**src/rtl/shift_seq_ctrl.sv**
```systemverilog
// rtl/shift_seq_ctrl.sv - command sequencer driving the s/p/sil/sir inputs of an ls74194 shift register
// Optional serial-out tap (ser_out/ser_valid) is built when SHIFT_SEQ_SEROUT_EN is defined.
module shift_seq_ctrl #(
  parameter int WIDTH = 4,
  parameter int CW    = 3
) (
  input  logic             clk,
  input  logic             clear_n,
  input  logic             cmd_valid,
  output logic             cmd_ready,
  input  logic [2:0]       cmd_op,
  input  logic [WIDTH-1:0] cmd_data,
  input  logic [CW-1:0]    cmd_count,
  input  logic             cmd_fill,
  input  logic [WIDTH-1:0] q_fb,
`ifdef SHIFT_SEQ_SEROUT_EN
  output logic             ser_out,
  output logic             ser_valid,
`endif
  output logic [1:0]       s,
  output logic [WIDTH-1:0] p,
  output logic             sir,
  output logic             sil,
  output logic             busy,
  output logic             done,
  output logic             err
);

  localparam logic [2:0] OP_LOAD = 3'b001;
  localparam logic [2:0] OP_SHR  = 3'b010;
  localparam logic [2:0] OP_SHL  = 3'b011;
  localparam logic [2:0] OP_ROR  = 3'b100;
  localparam logic [2:0] OP_ROL  = 3'b101;
  localparam logic [2:0] OP_CLR  = 3'b110;
  localparam logic [2:0] OP_RSVD = 3'b111;

  typedef enum logic [1:0] {IDLE, LOAD, SHIFT, DONE} state_e;

  state_e           state_q;
  logic [1:0]       s_q;
  logic [WIDTH-1:0] p_q;
  logic             sir_q;
  logic             sil_q;
  logic             busy_q;
  logic             done_q;
  logic             err_q;
  logic             ready_q;
  logic [2:0]       op_q;
  logic [CW-1:0]    rem_q;

  logic is_shift_op;
  logic cmd_right;
  logic op_right;
  logic unused_q_fb;

  assign is_shift_op = (cmd_op >= OP_SHR) && (cmd_op <= OP_ROL);
  assign cmd_right   = (cmd_op == OP_SHR) || (cmd_op == OP_ROR);
  assign op_right    = (op_q == OP_SHR) || (op_q == OP_ROR);
  assign unused_q_fb = ^q_fb;

`ifdef SHIFT_SEQ_SEROUT_EN
  logic ser_out_q;
  logic ser_valid_q;
  assign ser_out   = ser_out_q;
  assign ser_valid = ser_valid_q;
`endif

  always_ff @(posedge clk or negedge clear_n) begin
    if (!clear_n) begin
      state_q <= IDLE;
      s_q     <= 2'b00;
      p_q     <= '0;
      sir_q   <= 1'b0;
      sil_q   <= 1'b0;
      busy_q  <= 1'b0;
      done_q  <= 1'b0;
      err_q   <= 1'b0;
      ready_q <= 1'b1;
      op_q    <= 3'b000;
      rem_q   <= '0;
`ifdef SHIFT_SEQ_SEROUT_EN
      ser_out_q   <= 1'b0;
      ser_valid_q <= 1'b0;
`endif
    end else begin
      done_q <= 1'b0;
      err_q  <= 1'b0;
`ifdef SHIFT_SEQ_SEROUT_EN
      ser_valid_q <= (state_q == SHIFT);
      if (state_q == SHIFT) begin
        ser_out_q <= op_right ? q_fb[0] : q_fb[WIDTH-1];
      end
`endif
      case (state_q)
        IDLE: begin
          if (cmd_valid) begin
            ready_q <= 1'b0;
            busy_q  <= 1'b1;
            if (cmd_op == OP_LOAD || cmd_op == OP_CLR) begin
              p_q     <= (cmd_op == OP_LOAD) ? cmd_data : '0;
              s_q     <= 2'b11;
              state_q <= LOAD;
            end else if (is_shift_op && cmd_count != '0) begin
              op_q    <= cmd_op;
              rem_q   <= cmd_count;
              s_q     <= cmd_right ? 2'b01 : 2'b10;
              sir_q   <= (cmd_op == OP_SHR) ? cmd_fill : 1'b0;
              sil_q   <= (cmd_op == OP_SHL) ? cmd_fill : 1'b0;
              state_q <= SHIFT;
            end else begin
              // NOP, zero-count shifts and the reserved opcode all complete immediately
              err_q   <= (cmd_op == OP_RSVD);
              done_q  <= 1'b1;
              state_q <= DONE;
            end
          end
        end
        LOAD: begin
          s_q     <= 2'b00;
          done_q  <= 1'b1;
          state_q <= DONE;
        end
        SHIFT: begin
          rem_q <= rem_q - 1'b1;
          if (rem_q == CW'(1)) begin
            s_q     <= 2'b00;
            sir_q   <= 1'b0;
            sil_q   <= 1'b0;
            done_q  <= 1'b1;
            state_q <= DONE;
          end
        end
        default: begin
          s_q     <= 2'b00;
          busy_q  <= 1'b0;
          ready_q <= 1'b1;
          state_q <= IDLE;
        end
      endcase
    end
  end

  // Rotate fill comes straight from the register so each edge sees the current end bit
  assign sir = (state_q == SHIFT && op_q == OP_ROR) ? q_fb[0]       : sir_q;
  assign sil = (state_q == SHIFT && op_q == OP_ROL) ? q_fb[WIDTH-1] : sil_q;

  assign s         = s_q;
  assign p         = p_q;
  assign busy      = busy_q;
  assign done      = done_q;
  assign err       = err_q;
  assign cmd_ready = ready_q;

endmodule

```
**config.mk**
```make
export PLATFORM = sky130hd
export DESIGN_NAME = shift_seq_ctrl
export DESIGN_NICKNAME = d
export VERILOG_FILES = /design/src/rtl/shift_seq_ctrl.sv
export SDC_FILE = /design/constraint.sdc
export NUM_CORES = 1
export LEC_CHECK = 0
export BUFFER_PORTS_ARGS = -buffer_cell sky130_fd_sc_hd__buf_2
export CAP_MARGIN = 5
export CORE_AREA = 8 8 56 58
export CTS_CLUSTER_SIZE = 14
export DETAILED_ROUTE_END_ITERATION = 8
export DIE_AREA = 0 0 64 66
export PLACE_DENSITY = 0.8
export SLEW_MARGIN = 20
export SYNTH_ARGS = -nofsm -noshare
export SYNTH_HDL_FRONTEND = slang
export SYNTH_SLANG_ARGS = --single-unit
```
**constraint.sdc**
```tcl
create_clock -name clk -period 5.7 [get_ports clk]
set_clock_uncertainty 0.05 [all_clocks]
set_input_delay 1.14 -clock clk [delete_from_list [all_inputs] [get_ports clk]]
set_output_delay 1.14 -clock clk [all_outputs]
set_load 0.01 [all_outputs]
```
==> flow_metrics.py <==
metrics = {
    "placed_design": {
        "dp_cells": 183,
        "io_buffer_count": 27,
        "place_ws_ps": 2890,
        "gp_congestion": 0.7991,
        "hpwl_mm": 2.139,
    },
    "synth": {
        "synth_top_area_share_pct": 39.18,
        "synth_top_cell_by_area": "dfrtp_1",
        "yosys.cell_count.top_type": "dfrtp_1",
        "netlist_instances": 131,
        "netlist_area_um2": 1214,
        "synth-async-reset-ratio_pct": 100.0,
        "synthDistinctLibCells": 40,
        "synth_area_leaders": "dfrtp_1 (39%), ha_1 (6.2%), nand2_1 (4.9%), a21oi_1 (4.5%), mux2_2 (2.8%)",
        "synth_ff_type": "dfrtp_1",
        "netlist_top_cells_count": "dfrtp_1 (19), nand2_1 (16), a21oi_1 (11)",
        "synth-edff-count": 0,
        "ys_warn_count": 0,
        "syn-num-nets": 155,
        "yosysSeqAreaShare_pct": 41.34,
        "syn_area_per_cell_um2": 9.265,
        "synth-seq-cells": 20,
    },
    "clock_tree": {
        "clk_pin_slew_worst_paths_ps": 120,
        "numCtsBuffers": 3,
        "clk_path_buf_depth": 2,
        "cts_resized": 0,
        "clkLatencyLatePin_ps": 310,
        "hold_buffers": 0,
        "ctsHtreeMaxLevel": 1,
        "numClockSinks": 20,
        "postCtsSetupRepairBufs": 0,
        "clockRootBuffer": "clkbuf_4",
        "cts_tree": "done",
    },
    "global_routing": {
        "grt_max_degree": 21,
        "grt_pass1_wl_mm": 4.623,
        "track_usage_pct": 13.47,
        "grt-ovfl-total": 0,
        "grt_antenna_before_repair": 0,
        "grt_pass1_vias": 1057,
    },
    "status": {
        "outcome": "finished, final reports clean",
    },
    "floorplan": {
        "die_x_um": 64,
        "die_h_um": 66,
        "core-area_um2": 2320,
        "start_util_pct": 52.32,
        "boundaryPins": 30,
        "dieArea_um2": 4224,
        "rows": 18,
    },
    "timing": {
        "worst_pin_slew_ps": 684.3,
        "tns_ps": 0,
        "rsz0062_at_grt": "no",
        "min_period_ps": 3148,
        "timing.slew.headroom_pct": 54.38,
        "finalCritPeriodShare_pct": 55.22,
        "fmax_ghz": 0.3177,
        "setup_ws_ps": 2552,
        "finalHoldViolCount": 0,
        "final_max_slew_viol_count": 0,
        "setup_viol": 0,
    },
    "setup_path": {
        "crit_family": "flip-flops",
        "worstSetupPathType": "reg -> out",
        "crit_path_max_incr_delay_ps": 440,
        "cp.arrival_ps": 1960,
        "crit_buf_inv": 2,
        "crit_fanout": 9,
        "critPathCaptureType": "output port",
        "cp_cell_sequence": "inv_1, ha_1, nand2_1, nor3_1, mux2_2, buf_2",
        "slowest_stage": "dfrtp_1",
        "critPathLaunchType": "flip-flop",
        "critPathRequiredTime_ps": 4510,
    },
    "final_layout": {
        "layoutNonFillerInstCount": 187,
        "utilization_pct": 61.11,
        "n_antenna_cell": 0,
        "area_growth_syn_to_layout_pct": 16.80,
        "nNetsFinal": 182,
        "drive_above_1_share_pct": 24.20,
    },
    "pwr": {
        "ir_drop_uv": 405.1,
        "power.density_nw_per_um2": 453.2,
        "leakagePower_nw": 0.6736,
        "p_total_uw": 642.4,
    },
    "route": {
        "drt_wl_total_mm": 2.847,
        "post_drt_wl_per_cell_um": 15.22,
        "drt_first_pass_iters": 4,
        "drc": 0,
        "routed_via_density": 5.947,
        "drtIter0Drc": 45,
        "postRouteAntennaNets": 0,
        "vias": 1112,
    },
    "flow_run": {
        "maxCapViolCount": 0,
    },
    "hold_path": {
        "hold_class": "reg -> reg",
    },
}
metal layers:
layer	vias up	track usage [%]	wire length [um]
met1	544	14.47	1224
met5	-	0	0
met3	7	3.390	130
met4	0	6.964	59
met2	27	23.96	1432
li1	534	-	-
stage by stage:
stage | cell area [um^2] | hold slack [ps]
floorplan | 1214 | 400.7
global route | 1418 | 483.9
detailed placement | 1365 | 439.2
finish | 1418 | 457.1
CTS | 1418 | 459.0
global placement | 1365 | 426.5
area by class of cell:
type                            count  area [um^2]
Clock buffer                        3        22.52
Clock inverter                      1        30.03
Fill cell                         208        902.1
Inverter                            8        30.03
Multi-Input combinational cell     98        660.6
Sequential cell                    20        501.7
Tap cell                           30        37.54
Timing Repair Buffer               27        135.1
flip-flops by register name, indices dropped and copies added (netlist names), 2 cells and up:
register	cells
state_q	2
p	4
op_q	3
rem_q	3
s	2
cell usage in the layout (no fill, tap or decap), types with 5 or more instances in the layout:
cell type and n:
buf_2 27, a21oi_1 11, nand2_1 16, inv_1 8, nand3_1 5, ha_1 6
dfrtp_1 19
worst paths after layout:
path / from / endpoint / slack (ps) / cells past startpoint
worst max-delay path: state_q[0]$_DFFE_PN0P_ / sir / 2550 / 6
worst min register to register: cmd_ready$_DFFE_PN1P_ / cmd_ready$_DFFE_PN1P_ / 460 / 2
worst max register to register: state_q[0]$_DFFE_PN0P_ / s[0]$_DFFE_PN0P_ / 3380 / 6
max in group asynchronous: clear_n / cmd_ready$_DFFE_PN1P_ / 4570 / 1
worst min-delay path: cmd_ready$_DFFE_PN1P_ / cmd_ready$_DFFE_PN1P_ / 460 / 2
min in group asynchronous: clear_n / op_q[1]$_DFFE_PN0P_ / 700 / 1
cells by family (layout without fill, tap and decap cells):
group                    count (synthesis)  in the layout  share of synthesized area, %
XOR/XNOR                                 3              3                         2.784
flip-flops                              20             20                         41.34
buffers and inverters                   13             39                         4.227
multiplexers                             5              5                         4.433
adder cells (fa/ha/maj)                  6              6                         6.185
AO/OA/AOI/OAI                           37             37                         20.10
AND/OR/NAND/NOR                         47             47                         20.93
power breakdown:
part / total [mW] / switching, mW / internal (mW)
clock network: 0.118 / 0.0468 / 0.0711
registers: 0.232 / 0.0370 / 0.195
logic: 0.293 / 0.171 / 0.121
worst reg2reg max path, stage by stage, from the launching register on:
cell     delay (ps)
dfrtp_1         440
inv_1            90
ha_1            410
inv_1           190
o22ai_1         590
nor3_1          130
a221o_1         320
(Power assumes the default switching activity.)
